### src/rtl/rgb2bayer_pkg.sv
// Shared types and constants for the RGB-to-Bayer re-mosaic block.
package rgb2bayer_pkg;

   typedef enum logic [2:0] {
      WAIT_VS = 3'd0,
      WAIT_DE = 3'd1,
      ACTIVE  = 3'd2,
      DRAIN   = 3'd3,
      TRAIL   = 3'd4
   } state_t;

   localparam logic [1:0] SEL_R  = 2'b00;
   localparam logic [1:0] SEL_GR = 2'b01;
   localparam logic [1:0] SEL_GB = 2'b10;
   localparam logic [1:0] SEL_B  = 2'b11;

   localparam logic [1:0] PAT_RGGB = 2'b00;
   localparam logic [1:0] PAT_GRBG = 2'b01;
   localparam logic [1:0] PAT_GBRG = 2'b10;
   localparam logic [1:0] PAT_BGGR = 2'b11;

   localparam int unsigned LEN_W = 12;

endpackage

### src/rtl/rgb2bayer_dly.sv
// Fixed-depth delay line for {de, rgb}; any_valid reports a stored de=1 anywhere in the line.
module rgb2bayer_dly #(
   parameter int unsigned DEPTH = 4,
   parameter int unsigned W     = 36
) (
   input  logic         clk,
   input  logic         rst,
   input  logic         din_de,
   input  logic [W-1:0] din,
   output logic         dout_de,
   output logic [W-1:0] dout,
   output logic         any_valid
);

   logic [DEPTH-1:0] de_sr;
   logic [W-1:0]     data_sr [DEPTH];

   always_ff @(posedge clk) begin
      if (rst) begin
         de_sr <= '0;
         for (int unsigned i = 0; i < DEPTH; i++) data_sr[i] <= '0;
      end else begin
         de_sr[0]   <= din_de;
         data_sr[0] <= din;
         for (int unsigned i = 1; i < DEPTH; i++) begin
            de_sr[i]   <= de_sr[i-1];
            data_sr[i] <= data_sr[i-1];
         end
      end
   end

   assign dout_de   = de_sr[DEPTH-1];
   assign dout      = data_sr[DEPTH-1];
   assign any_valid = |de_sr;

endmodule

### src/rtl/rgb2bayer.sv
// Re-mosaics a vsync/de RGB stream into raw Bayer with fv/lv framing and line-length checking.
module rgb2bayer
   import rgb2bayer_pkg::*;
#(
   parameter int unsigned DW       = 12,
   parameter logic [1:0]  PATTERN  = 2'b00,
   parameter int unsigned FV_LEAD  = 4,
   parameter int unsigned FV_TRAIL = 4
) (
   input  logic          clk,
   input  logic          rst,
   input  logic          vsync,
   input  logic          de,
   input  logic [DW-1:0] rin,
   input  logic [DW-1:0] gin,
   input  logic [DW-1:0] bin,
   output logic          fv,
   output logic          lv,
   output logic [DW-1:0] dout,
   output logic          frame_done,
   output logic          err
);

   state_t            state;
   logic              vsync_q;
   logic              vs_rise;
   logic              accept;
   logic              masked;
   logic              masked_q;
   logic              frame_start;
   logic              d_de;
   logic [3*DW-1:0]   d_rgb;
   logic              any_valid;
   logic [3:0]        trail_cnt;
   logic              pix_par;
   logic              pix_cur;
   logic              line_par;
   logic [1:0]        sel;
   logic [DW-1:0]     pix;
   logic              lv_q;
   logic              lv_fall;
   logic              first_line;
   logic [LEN_W-1:0]  len_cnt;
   logic [LEN_W-1:0]  len_ref;

   assign vs_rise     = vsync & ~vsync_q;
   assign accept      = (state == WAIT_DE) || (state == ACTIVE);
   assign masked      = de & ~accept;
   assign frame_start = (state == WAIT_DE) && de;
   assign lv_fall     = ~lv & lv_q;

   rgb2bayer_dly #(
      .DEPTH (FV_LEAD),
      .W     (3*DW)
   ) u_dly (
      .clk       (clk),
      .rst       (rst),
      .din_de    (de & accept),
      .din       ({rin, gin, bin}),
      .dout_de   (d_de),
      .dout      (d_rgb),
      .any_valid (any_valid)
   );

   always_ff @(posedge clk) begin
      if (rst) begin
         state      <= WAIT_VS;
         vsync_q    <= 1'b0;
         fv         <= 1'b0;
         frame_done <= 1'b0;
         trail_cnt  <= '0;
      end else begin
         vsync_q    <= vsync;
         frame_done <= 1'b0;
         case (state)
            WAIT_VS: if (vs_rise) state <= WAIT_DE;
            WAIT_DE: if (de) begin
               fv    <= 1'b1;
               state <= ACTIVE;
            end
            ACTIVE:  if (vs_rise) state <= DRAIN;
            DRAIN:   if (!any_valid) begin
               trail_cnt <= 4'(FV_TRAIL);
               state     <= TRAIL;
            end
            TRAIL: begin
               if (trail_cnt == 4'd0) begin
                  fv         <= 1'b0;
                  frame_done <= 1'b1;
                  state      <= WAIT_DE;
               end else begin
                  trail_cnt <= trail_cnt - 4'd1;
               end
            end
            default: state <= WAIT_VS;
         endcase
      end
   end

   // pix_par holds the parity of the next pixel; a fresh line (lv low) always starts at 0
   always_comb begin
      pix_cur = lv ? pix_par : 1'b0;
      sel     = {line_par, pix_cur} ^ PATTERN;
      pix     = '0;
      case (sel)
         SEL_R:          pix = d_rgb[3*DW-1:2*DW];
         SEL_GR, SEL_GB: pix = d_rgb[2*DW-1:DW];
         SEL_B:          pix = d_rgb[DW-1:0];
         default:        pix = '0;
      endcase
   end

   always_ff @(posedge clk) begin
      if (rst) begin
         lv         <= 1'b0;
         dout       <= '0;
         pix_par    <= 1'b0;
         line_par   <= 1'b0;
         lv_q       <= 1'b0;
         masked_q   <= 1'b0;
         first_line <= 1'b0;
         len_cnt    <= '0;
         len_ref    <= '0;
         err        <= 1'b0;
      end else begin
         lv       <= d_de;
         dout     <= d_de ? pix : '0;
         lv_q     <= lv;
         masked_q <= masked;
         if (d_de) pix_par <= ~pix_cur;
         // line parity flips as lv drops so a back-to-back line already sees the new row
         if (frame_start)      line_par <= 1'b0;
         else if (lv && !d_de) line_par <= ~line_par;
         if (frame_start) begin
            first_line <= 1'b1;
            len_cnt    <= '0;
         end else if (lv_fall) begin
            len_cnt <= '0;
            if (first_line) begin
               len_ref    <= len_cnt;
               first_line <= 1'b0;
            end
         end else if (lv && len_cnt != '1) begin
            len_cnt <= len_cnt + LEN_W'(1);
         end
         err <= (masked & ~masked_q) |
                (lv_fall & ~first_line & (len_cnt != len_ref));
      end
   end

endmodule

### config.mk
export PLATFORM = sky130hd
export DESIGN_NAME = rgb2bayer
export DESIGN_NICKNAME = d
export VERILOG_FILES = /design/src/rtl/rgb2bayer_pkg.sv /design/src/rtl/rgb2bayer_dly.sv /design/src/rtl/rgb2bayer.sv
export SDC_FILE = /design/constraint.sdc
export NUM_CORES = 1
export LEC_CHECK = 0
export CAP_MARGIN = 20
export CORE_MARGIN = 3
export CORE_UTILIZATION = 30
export CTS_CLUSTER_SIZE = 14
export DETAILED_ROUTE_END_ITERATION = 16
export GPL_ROUTABILITY_DRIVEN = 0
export GPL_TIMING_DRIVEN = 0
export PLACE_DENSITY = 0.52
export SYNTH_ARGS = -nofsm -noshare
export SYNTH_HDL_FRONTEND = slang
export SYNTH_SLANG_ARGS = --single-unit
### constraint.sdc
create_clock -name clk -period 2.4 [get_ports clk]
set_input_delay 0.24 -clock clk [delete_from_list [all_inputs] [get_ports clk]]
set_output_delay 0.24 -clock clk [all_outputs]
set_load 0.05 [all_outputs]
==> reports/qor.tcl, run 1 <==
set qor(outcome) {completed}
set qor(rsz_0062_raised_after_global_routing) {false}
set qor(critPathArrivalTime_ps) 2560
set qor(avgSynthCellArea_um2) 10.7
set qor(worstMarginPinSlew_ps) 632
set qor(cts_hold_buf) 0
set qor(final-hold-violation-count) 0
set qor(drt_drc_violations_left) 0
set qor(cts-htree-levels) 1
set qor(hold_path_depth) 2
set qor(clock_sinks) 201
set qor(max_cap_violations) 0
set qor(share_of_the_cycle_needed_by_the_critical_path_after_routing_pct) 91.8
set qor(rrSetupSlack_ps) 200
set qor(grt_max_degree) 14
set qor(finalWirelength_um) 11400
set qor(critical-path-max-stage-delay_ps) 410
set qor(hold_end) {u_dly.data_sr[0][3]}
set qor(n_diodes) 0
set qor(grt_pass1_wl_um) 19000
set qor(clock_slew_seen_by_the_registers_of_the_worst_setup_and_hold_paths_ps) 60
set qor(grt_pass1_vias) 4014
set qor(synth_seq_cells) 201
set qor(tns_ps) 0
set qor(cts_setup_buffers) 0
set qor(global_route.overflow_total) 0
set qor(layout_common_cells) {201 x sky130_fd_sc_hd__dfxtp_1, 153 x sky130_fd_sc_hd__nor2b_1, 54 x sky130_fd_sc_hd__clkdlybuf4s50_1, 50 x sky130_fd_sc_hd__nor2_1, 31 x sky130_fd_sc_hd__clkbuf_1}
set qor(cp.buffers_inverters) 3
set qor(dominantRegCellSynth) {sky130_fd_sc_hd__dfxtp_1}
set qor(most_frequent_standard_cell_in_the_layout_excluding_fill_and_tap_cells) {sky130_fd_sc_hd__dfxtp_1}
set qor(finClkSkew_ps) 5.74
set qor(final.fill_count) 2069
set qor(timing_worst_setup_path_type) {reg2reg}
set qor(power.static_leakage_nw) 2.94
set qor(critPathCaptureType) {register}
set qor(drt-vias-per-instance) 4.19
set qor(cts_tree) {done}
set qor(clock.fmax_mhz) 454
set qor(layout.core_utilization_pct) 38.4
set qor(met2RoutedLength_um) 5320
set qor(worst_hold_path_type) {in2reg}
set qor(ys_warn_count) 0
set qor(design_power_total_w) 0.00660
set qor(core_area_mm2) 0.0206
set qor(die_width_um) 152
set qor(cell_area_after_synthesis_mm2) 0.00640
set qor(portBuffers) 54
set qor(drt_first_iter_violations) 98
set qor(die_h_um) 152
set qor(reg2reg_depth) 9
set qor(floorplan.initialDensity_pct) 31.1
set qor(wl_met1_um) 5280
set qor(clock-root-buffer) {sky130_fd_sc_hd__clkbuf_16}
set qor(initial_antenna_violation_count) 0
set qor(power.density_cell_area_mw_per_mm2) 835
set qor(synthesis.nets) 642
set qor(period_needed_ps) 2200
set qor(critical_path.cell_chain) {clkbuf_1 -> and2_1 -> inv_1 -> ha_1 -> clkbuf_2 -> a22oi_1 -> nor2_1 -> a21oi_1 -> nor2_1}
set qor(wl_met3_um) 486
set qor(cts_max_path_buffers) 3
set qor(detailedPlacementHpwl_um) 8370
set qor(top_layer_used) {met4}
set qor(ioPinCount) 56
set qor(relative_slew_slack_pct) 57.3
set qor(route.antenna.remaining_nets) 0
set qor(nNetsFinal) 719
set qor(timing.rr.end) {dout[11]}
set qor(core.rowCount) 52
set qor(report.final.setup_viol) 0
set qor(numCtsBuffers) 21
set qor(post_drt_wl_per_cell_um) 11.9
set qor(num_vias) 4020
set qor(die_area_mm2) 0.0231
set qor(synth-seq-area-share_pct) 62.9
set qor(critical_path_peak_fanout) 10
set qor(synth-edff-count) 0
set qor(clock_latency_of_the_later_clocked_register_in_the_worst_skew_pair_ps) 480
set qor(grt_util_all_layers_pct) 9.78
set qor(timing.final.max_slew_violations) 0
set qor(cpMostUsedCell) {sky130_fd_sc_hd__nor2_1}
set qor(yosys.cell_types.count) 42
set qor(max-vdd-ir-drop_uv) 394
set qor(drt_pass1_iterations) 4
set qor(hold_start) {bin[3]}
set qor(holdWs_ps) 302
set qor(critical-path-top-delay-family) {buffers and inverters}
set qor(required_ps) 2750
set qor(ys_async_sr_fraction_pct) 0
set qor(critical_path.startpoint_type) {register}
set qor(critical_path.slowest_cell) {sky130_fd_sc_hd__dfxtp_1}
set qor(drive_above_1_share_pct) 5.66
set qor(timing.rr.start) {lv}
set qor(synthCells) 598
set qor(synth_to_final_area_change_pct) 23.5
[timing repair]
item,in CTS,in global routing
gates resized for setup,0,2
endpoints found under the setup margin,0,9
hold endpoints to repair,0,0
[how the worst max path moves through the flow]
stage	startpoint	end	slack, ps	depth (start not counted)
after global routing	lv	dout[6]	20	9
final	lv	dout[11]	200	9
after floorplan	lv	dout[7]	300	9
after CTS	lv	dout[7]	160	9
after global placement	lv	dout[11]	220	9
after detailed placement	lv	dout[7]	190	9
[worst register-to-register path: cells and delay by family, from the launching register on]
kind | cells | cell delay [ps]
flip-flops | 1 | 410
adder cells (fa/ha/maj) | 1 | 300
buffers and inverters | 3 | 610
AO/OA/AOI/OAI | 2 | 410
AND/OR/NAND/NOR | 3 | 360
[synth_stat cells, types with 2 or more instances]
master | count | area (um^2)
sky130_fd_sc_hd__a21oi_1 | 23 | 115
sky130_fd_sc_hd__a22oi_1 | 12 | 90.1
sky130_fd_sc_hd__a31oi_1 | 4 | 25.0
sky130_fd_sc_hd__and3_1 | 2 | 12.5
sky130_fd_sc_hd__and4_1 | 2 | 17.5
sky130_fd_sc_hd__buf_1 | 3 | 11.3
sky130_fd_sc_hd__buf_2 | 2 | 10.0
sky130_fd_sc_hd__buf_4 | 2 | 15.0
sky130_fd_sc_hd__buf_6 | 2 | 22.5
sky130_fd_sc_hd__clkbuf_1 | 25 | 93.8
sky130_fd_sc_hd__dfxtp_1 | 201 | 4020
sky130_fd_sc_hd__ha_1 | 4 | 50.1
sky130_fd_sc_hd__inv_1 | 11 | 41.3
sky130_fd_sc_hd__mux2i_1 | 12 | 120
sky130_fd_sc_hd__nand2_1 | 7 | 26.3
sky130_fd_sc_hd__nand2b_1 | 2 | 12.5
sky130_fd_sc_hd__nand3_1 | 9 | 45.0
sky130_fd_sc_hd__nand4_1 | 5 | 31.3
sky130_fd_sc_hd__nor2_1 | 50 | 188
sky130_fd_sc_hd__nor2b_1 | 153 | 957
sky130_fd_sc_hd__nor3_1 | 9 | 45.0
sky130_fd_sc_hd__nor3b_1 | 3 | 22.5
sky130_fd_sc_hd__nor4_1 | 6 | 37.5
sky130_fd_sc_hd__o21ai_0 | 9 | 45.0
sky130_fd_sc_hd__o31ai_1 | 3 | 22.5
sky130_fd_sc_hd__or3_1 | 6 | 37.5
sky130_fd_sc_hd__xnor2_1 | 4 | 35.0
sky130_fd_sc_hd__xor2_1 | 13 | 114
[routing by layer]
metal	vias up	GRT usage, %
met5	-	0
met3	24	2.30
met1	1815	12.2
met4	0	3.38
li1	2094	-
met2	87	16.6
[logic make-up after synthesis]
logic type	synth area share, %
flops	62.9
mux	1.88
simple gates	23.6
fa+ha+maj	0.782
buf+inv	3.03
xor+xnor	2.33
compound gates	5.46
[layout make-up]
cell class | instances | area [um^2] | share of cell area, %
buffer | 34 | 154 | 1.95
multi-input combinational | 352 | 2180 | 27.6
timing repair buffer | 54 | 541 | 6.84
sequential | 201 | 4020 | 50.9
clock buffer | 30 | 579 | 7.33
inverter | 11 | 41.3 | 0.523
clock inverter | 7 | 43.8 | 0.554
tap | 270 | 338 | 4.28
[flip-flops by register name, summed over array words and instances (netlist names), 3 cells and up]
| signal | cells |
|---|---|
| len_ref | 12 |
| u_dly.data_sr | 144 |
| len_cnt | 12 |
| state | 3 |
| dout | 12 |
| trail_cnt | 4 |
| u_dly.de_sr | 4 |
[power breakdown]
part	switching (W)	internal (W)	leakage (nW)
clock	0.00121	0.00168	0.302
combinational	0.000115	0.000136	1.00
sequential	0.0000242	0.00343	1.64
total	0.00135	0.00525	2.94
[metrics by stage]
stage                     cells  worst slack (ps)  cell area (um^2)
after floorplan             598               304              6400
after global placement      922               223              7280
after detailed placement    922               190              7280
after CTS                   959               156              7900
after global routing        959              19.8              7900
final                       959               196              7900
No activity file was read; power rests on OpenSTA's default activity.
==> run 2: changes to the inputs <==
- CELL_PAD_IN_SITES_DETAIL_PLACEMENT: not set -> 2
- CELL_PAD_IN_SITES_GLOBAL_PLACEMENT: not set -> 2
- CTS_BUF_LIST: not set -> sky130_fd_sc_hd__clkbuf_8 sky130_fd_sc_hd__clkbuf_16
- PLACE_DENSITY: 0.52 -> 0.7
==> run 2 against run 1 <==
- final cell count shrank 0.10%
- clock skew rose by 11 ps
- sequential cell count stayed put
- sequential share of layout area is 0.45 points lower
- setup slack gained 43 ps
- hold slack worse by 29 ps
==> reports/qor.tcl, run 2 (synthesis gave the netlist of run 1 again) <==
set qor(cts_hold_buf) 0 ;# unchanged
set qor(cts-htree-levels) 1 ;# unchanged
set qor(clock-root-buffer) {sky130_fd_sc_hd__clkbuf_16}
set qor(grt_util_all_layers_pct) 12.7 ;# +2.9 points
set qor(post-route-cell-area_mm2) 0.00797 ;# +0.89%
set qor(initial_antenna_violation_count) 0 ;# unchanged
set qor(required_ps) 2770 ;# +20 ps
set qor(share_of_the_cycle_needed_by_the_critical_path_after_routing_pct) 90.0 ;# -1.8 points
set qor(power.density_cell_area_mw_per_mm2) 865 ;# +3.5%
set qor(final-hold-violation-count) 0 ;# unchanged
set qor(holdWs_ps) 273 ;# -29.2 ps
set qor(route.antenna.remaining_nets) 0 ;# unchanged
set qor(hold_path_depth) 2 ;# unchanged
set qor(clock_power_share_pct) 46.0 ;# +2.2 points
set qor(hold_start) {gin[10]}
set qor(max_cap_violations) 0 ;# unchanged
set qor(grt_pass1_wl_um) 24200 ;# +27%
set qor(hold_end) {u_dly.data_sr[0][22]}
set qor(n_diodes) 0 ;# unchanged
set qor(regMostFlops) {u_dly.data_sr}
set qor(power.static_leakage_nw) 2.99 ;# +1.7%
set qor(rrSetupSlack_ps) 240 ;# +40 ps
set qor(placed_area_mm2) 0.00728 ;# unchanged
set qor(rsz_0062_raised_after_global_routing) {false}
set qor(worst_hold_path_type) {in2reg}
set qor(detailedPlacementHpwl_um) 10400 ;# +24%
set qor(cts_max_path_buffers) 3 ;# unchanged
set qor(wl_met3_um) 510 ;# +4.9%
set qor(finalWirelength_um) 14800 ;# +30%
set qor(drt_drc_violations_left) 0 ;# unchanged
set qor(most_frequent_standard_cell_in_the_layout_excluding_fill_and_tap_cells) {sky130_fd_sc_hd__dfxtp_1}
set qor(timing_worst_setup_path_type) {reg2reg}
set qor(drt_first_iter_violations) 69 ;# -30%
set qor(timing.rr.end) {dout[9]}
set qor(cp.buffers_inverters) 3 ;# unchanged
set qor(clock_slew_seen_by_the_registers_of_the_worst_setup_and_hold_paths_ps) 60 ;# about the same
set qor(top_layer_used) {met4}
set qor(num_vias) 4250 ;# +5.7%
set qor(critPathCaptureType) {register}
set qor(critical_path.startpoint_type) {register}
set qor(drive_above_1_share_pct) 6.10 ;# +0.44 points
set qor(seq_power_share_pct) 50.2 ;# -2.2 points
set qor(netSwitchingFraction_pct) 21.5 ;# +1.1 points
set qor(critical_path_peak_fanout) 10 ;# unchanged
set qor(tns_ps) 0 ;# unchanged
set qor(clock_sinks) 201 ;# unchanged
set qor(drt_pass1_iterations) 4 ;# unchanged
set qor(critical_path.slowest_cell) {sky130_fd_sc_hd__dfxtp_1}
set qor(portBuffers) 54 ;# unchanged
set qor(comb_power_share_pct) 3.8 ;# about the same
set qor(global_route.overflow_total) 0 ;# unchanged
set qor(grt_pass1_vias) 4729 ;# +18%
set qor(met2RoutedLength_um) 7750 ;# +46%
set qor(core.rowCount) 52 ;# unchanged
set qor(worstMarginPinSlew_ps) 682 ;# +50.4 ps
set qor(power_report.internal_total_w) 0.00541 ;# +3.0%
set qor(grt_max_degree) 14 ;# unchanged
set qor(max-vdd-ir-drop_uv) 399 ;# +1.3%
set qor(critical-path-top-delay-family) {buffers and inverters}
set qor(numCtsBuffers) 22 ;# +4.8%
set qor(floorplan.initialDensity_pct) 31.1 ;# unchanged
set qor(layout_common_cells) {201 x sky130_fd_sc_hd__dfxtp_1, 153 x sky130_fd_sc_hd__nor2b_1, 54 x sky130_fd_sc_hd__clkdlybuf4s50_1, 50 x sky130_fd_sc_hd__nor2_1}
set qor(critical-path-max-stage-delay_ps) 410 ;# about the same
set qor(postLayoutSetupSlackWorst_ps) 240 ;# +43.5 ps
set qor(clock.fmax_mhz) 463 ;# +2.0%
set qor(critical_path.cell_chain) {clkbuf_2 -> and2_1 -> inv_1 -> ha_1 -> clkbuf_2 -> a22oi_2 -> nor2_1 -> a21oi_1 -> nor2_1}
set qor(die_width_um) 152 ;# unchanged
set qor(timing.final.max_slew_violations) 0 ;# unchanged
set qor(finClkSkew_ps) 16.7 ;# +11.0 ps
set qor(die_h_um) 152 ;# unchanged
set qor(core_area_mm2) 0.0206 ;# unchanged
set qor(outcome) {completed}
set qor(max_reg_flops) 144 ;# unchanged
set qor(relative_slew_slack_pct) 53.9 ;# -3.4 points
set qor(timing.rr.start) {lv}
set qor(nNetsFinal) 720 ;# +0.14%
set qor(power.net_switching_w) 0.00148 ;# +9.8%
set qor(cts_tree) {done}
set qor(synth_to_final_area_change_pct) 24.6
set qor(period_needed_ps) 2160 ;# -43.5 ps
set qor(reg2reg_depth) 9 ;# unchanged
set qor(critPathArrivalTime_ps) 2530 ;# -30 ps
set qor(ioPinCount) 56 ;# unchanged
set qor(clock_latency_of_the_later_clocked_register_in_the_worst_skew_pair_ps) 520 ;# +40 ps
set qor(dpl_worst_slack_ps) 33.3 ;# -156 ps
set qor(report.final.setup_viol) 0 ;# unchanged
set qor(wl_met1_um) 6160 ;# +17%
set qor(post_drt_wl_per_cell_um) 15.4 ;# +30%
set qor(die_area_mm2) 0.0231 ;# unchanged
set qor(drt-vias-per-instance) 4.44 ;# +5.8%
-- run 2: cell types whose count changed in the layout (fill, tap and decap cells not counted), sizes merged --
cell	delta
bufinv	+1
clkbuf	-6
inv	+4
-- run 2: worst max path at each step --
stage / startpoint / to / slack [ps] / cells past startpoint
final: lv / dout[9] / 240 / 9
after CTS: lv / dout[9] / 140 / 9
after global placement: lv / dout[5] / 180 / 9
after floorplan: lv / dout[7] / 300 / 9
after detailed placement: lv / dout[9] / 30 / 9
after global routing: lv / dout[6] / 20 / 9
-- run 2: layout make-up --
type,instances,area (um^2)
Buffer,34,155
Clock buffer,24,578
Clock inverter,12,109
Fill cell,2208,12600
Inverter,11,41.3
Multi-Input combinational cell,352,2180
Sequential cell,201,4020
Tap cell,270,338
Timing Repair Buffer,54,541
-- run 2: power groups by stage --
stage	registers [W]	logic, W	clock network, W
global placement	0.00353	0.000254	0
global route	0.00347	0.000294	0.00344
finish	0.00346	0.000262	0.00317
detailed placement	0.00353	0.000267	0
CTS	0.00346	0.000271	0.00329
floorplan	0.00353	0.000142	0
-- run 2: metal layers --
layer | up-vias | GRT usage [%]
met1 | 2060 | 14.2
li1 | 2093 | -
met4 | 0 | 3.68
met2 | 70 | 24.1
met5 | - | 0
met3 | 27 | 2.65
-- run 2: stage by stage --
stage / total power (W) / util [%] / cells
2_1_floorplan: 0.00367 / - / 598
3_3_place_gp: 0.00378 / 35.4 / 922
3_5_place_dp: 0.00380 / 35.4 / 922
4_1_cts: 0.00702 / 38.7 / 958
5_1_grt: 0.00720 / 38.8 / 958
6_report: 0.00689 / 38.8 / 958
-- run 2: what timing repair did --
action,4_1_cts,5_1_grt
endpoints found under the setup margin,2,1
hold endpoints to repair,0,0
setup buffers,0,0
gates resized for setup,2,1
==> run 3: changes to the inputs <==
- ABC_AREA: not set -> 0
- CTS_CLUSTER_DIAMETER: not set -> 30
==> run 3 against run 2 <==
- final cell count increased by 4.9%
- clock power up 96%
- highest routed layer unchanged
- largest cell class unchanged
- largest power group is now the clock network
- sequential share of layout area down 5.1 points
- setup slack got worse by 53 ps
- combinational power grew 2%
==> reports/qor.tcl, run 3 (synthesis gave the netlist of run 1 again) <==
set qor(drt_pass1_iterations) 4 ;# unchanged
set qor(power.net_switching_w) 0.00216 ;# +46%
set qor(core_area_mm2) 0.0206 ;# unchanged
set qor(detailedPlacementHpwl_um) 10400 ;# unchanged
set qor(clock-root-buffer) {sky130_fd_sc_hd__clkbuf_16}
set qor(clock_slew_seen_by_the_registers_of_the_worst_setup_and_hold_paths_ps) 50 ;# about the same
set qor(power.density_cell_area_mw_per_mm2) 1120 ;# +30%
set qor(post_drt_wl_per_cell_um) 16.8 ;# +9.3%
set qor(critical_path_peak_fanout) 10 ;# unchanged
set qor(worstMarginPinSlew_ps) 722 ;# +39.9 ps
set qor(die_width_um) 152 ;# unchanged
set qor(grt_util_all_layers_pct) 14.9 ;# +2.2 points
set qor(floorplan.initialDensity_pct) 31.1 ;# unchanged
set qor(regMostFlops) {u_dly.data_sr}
set qor(cts_max_path_buffers) 3 ;# unchanged
set qor(clock_sinks) 201 ;# unchanged
set qor(clock_latency_of_the_later_clocked_register_in_the_worst_skew_pair_ps) 530 ;# about the same
set qor(die_area_mm2) 0.0231 ;# unchanged
set qor(clock_power_share_pct) 62.4 ;# +16 points
set qor(layout_common_cells) {201 x sky130_fd_sc_hd__dfxtp_1, 153 x sky130_fd_sc_hd__nor2b_1, 54 x sky130_fd_sc_hd__clkdlybuf4s50_1, 50 x sky130_fd_sc_hd__nor2_1, 45 x sky130_fd_sc_hd__clkbuf_16}
set qor(synth_to_final_area_change_pct) 38.6
set qor(most_frequent_standard_cell_in_the_layout_excluding_fill_and_tap_cells) {sky130_fd_sc_hd__dfxtp_1}
set qor(timing.final.max_slew_violations) 0 ;# unchanged
set qor(cts-htree-levels) 2 ;# +1
set qor(relative_slew_slack_pct) 51.2 ;# -2.7 points
set qor(clock.fmax_mhz) 452 ;# -2.4%
set qor(max-vdd-ir-drop_uv) 548 ;# +37%
set qor(nNetsFinal) 743 ;# +3.2%
set qor(period_needed_ps) 2210 ;# +53.5 ps
set qor(holdWs_ps) 267 ;# -5.96 ps
set qor(max_cap_violations) 0 ;# unchanged
set qor(portBuffers) 54 ;# unchanged
set qor(report.final.setup_viol) 0 ;# unchanged
set qor(core.rowCount) 52 ;# unchanged
set qor(share_of_the_cycle_needed_by_the_critical_path_after_routing_pct) 92.2 ;# +2.2 points
set qor(finClkSkew_ps) 22.4 ;# +5.68 ps
set qor(drt_drc_violations_left) 0 ;# unchanged
set qor(power_report.internal_total_w) 0.00779 ;# +44%
set qor(tns_ps) 0 ;# unchanged
set qor(numCtsBuffers) 45 ;# +100%
set qor(critPathCaptureType) {register}
set qor(seq_power_share_pct) 34.9 ;# -15 points
set qor(grt_pass1_vias) 5237 ;# +11%
set qor(finalWirelength_um) 16900 ;# +15%
set qor(cts_hold_buf) 0 ;# unchanged
set qor(initial_antenna_violation_count) 0 ;# unchanged
set qor(max_reg_flops) 144 ;# unchanged
set qor(grt_pass1_wl_um) 28000 ;# +16%
set qor(power.static_leakage_nw) 3.43 ;# +14%
set qor(final-hold-violation-count) 0 ;# unchanged
set qor(worst_hold_path_type) {in2reg}
set qor(drive_above_1_share_pct) 12.5 ;# +6.4 points
set qor(ioPinCount) 56 ;# unchanged
set qor(drt_first_iter_violations) 107 ;# +55%
set qor(critPathArrivalTime_ps) 2590 ;# +60 ps
set qor(global_route.overflow_total) 0 ;# unchanged
set qor(n_diodes) 0 ;# unchanged
set qor(route.antenna.remaining_nets) 0 ;# unchanged
set qor(rsz_0062_raised_after_global_routing) {false}
set qor(outcome) {completed}
set qor(comb_power_share_pct) 2.7 ;# -1.1 points
set qor(drt-vias-per-instance) 4.45 ;# +0.26%
set qor(die_h_um) 152 ;# unchanged
set qor(cts_tree) {done}
set qor(grt_max_degree) 14 ;# unchanged
set qor(netSwitchingFraction_pct) 21.7 ;# +0.20 points
set qor(num_vias) 4470 ;# +5.2%
set qor(required_ps) 2770 ;# about the same
set qor(design_power_total_w) 0.00995 ;# +44%
set qor(critical_path.startpoint_type) {register}
set qor(timing_worst_setup_path_type) {reg2reg}
-- run 3: cell types whose count changed in the layout (fill, tap and decap cells not counted), sizes merged --
cell      delta
inv          -2
clkbuf      +32
clkinvlp     +3
clkinv      +11
bufinv       +3
-- run 3: power by group through the flow --
stage	sequential, W	combinational, W	clock (W)
final	0.00348	0.000268	0.00621
after global routing	0.00348	0.000298	0.00658
after CTS	0.00348	0.000276	0.00635
after detailed placement	0.00353	0.000267	0
after global placement	0.00353	0.000254	0
after floorplan	0.00353	0.000142	0
-- run 3: cell type report --
cell class / instances / area [um^2]
repair buffers: 54 / 541
plain buffers: 34 / 155
clock inverters: 27 / 308
multi-input cells: 352 / 2180
inverters: 11 / 41.3
well taps: 270 / 338
clock buffers: 56 / 1280
flip-flops and latches: 201 / 4020
fillers: 2122 / 11700
-- run 3: worst paths after layout --
path	to	start	depth (start not counted)	slack (ps)
min reg2reg	u_dly.data_sr[1][15]	u_dly.data_sr[0][15]	1	440
max	dout[11]	lv	9	190
min	u_dly.data_sr[0][9]	bin[9]	2	270
max reg2reg	dout[11]	lv	9	190
-- run 3: worst max-delay path, cell delays in order, from the launching register on --
cell	delay [ps]
sky130_fd_sc_hd__dfxtp_1	410
sky130_fd_sc_hd__clkbuf_2	270
sky130_fd_sc_hd__and2_1	190
sky130_fd_sc_hd__inv_1	50
sky130_fd_sc_hd__ha_1	310
sky130_fd_sc_hd__clkbuf_2	210
sky130_fd_sc_hd__a22oi_1	260
sky130_fd_sc_hd__nor2_1	70
sky130_fd_sc_hd__a21oi_1	200
sky130_fd_sc_hd__nor2_1	90
-- run 3: metrics by stage --
| stage | setup WS, ps | std cells | util (%) | instance area (um^2) |
|---|---|---|---|---|
| final | 186 | 1005 | 43.1 | 8870 |
| after global routing | 38.5 | 1005 | 43.1 | 8870 |
| after CTS | 119 | 1005 | 43.1 | 8860 |
| after detailed placement | 33.3 | 922 | 35.4 | 7280 |
| after global placement | 184 | 922 | 35.4 | 7280 |
| after floorplan | 304 | 598 | - | 6400 |
-- run 3: what timing repair did --
item	CTS	global route
cloned	0	0
gates resized for setup	1	3
hold endpoints to repair	0	0
pin swaps	0	0
buffers inserted	0	0
endpoints found under the setup margin	2	5
-- run 3: metal layers --
metal	track usage, %	up-vias	wire length [um]
li1	-	2166	-
met1	15.8	2172	6730
met2	28.5	93	9170
met3	3.58	39	647
met4	5.22	0	374
met5	0	-	0
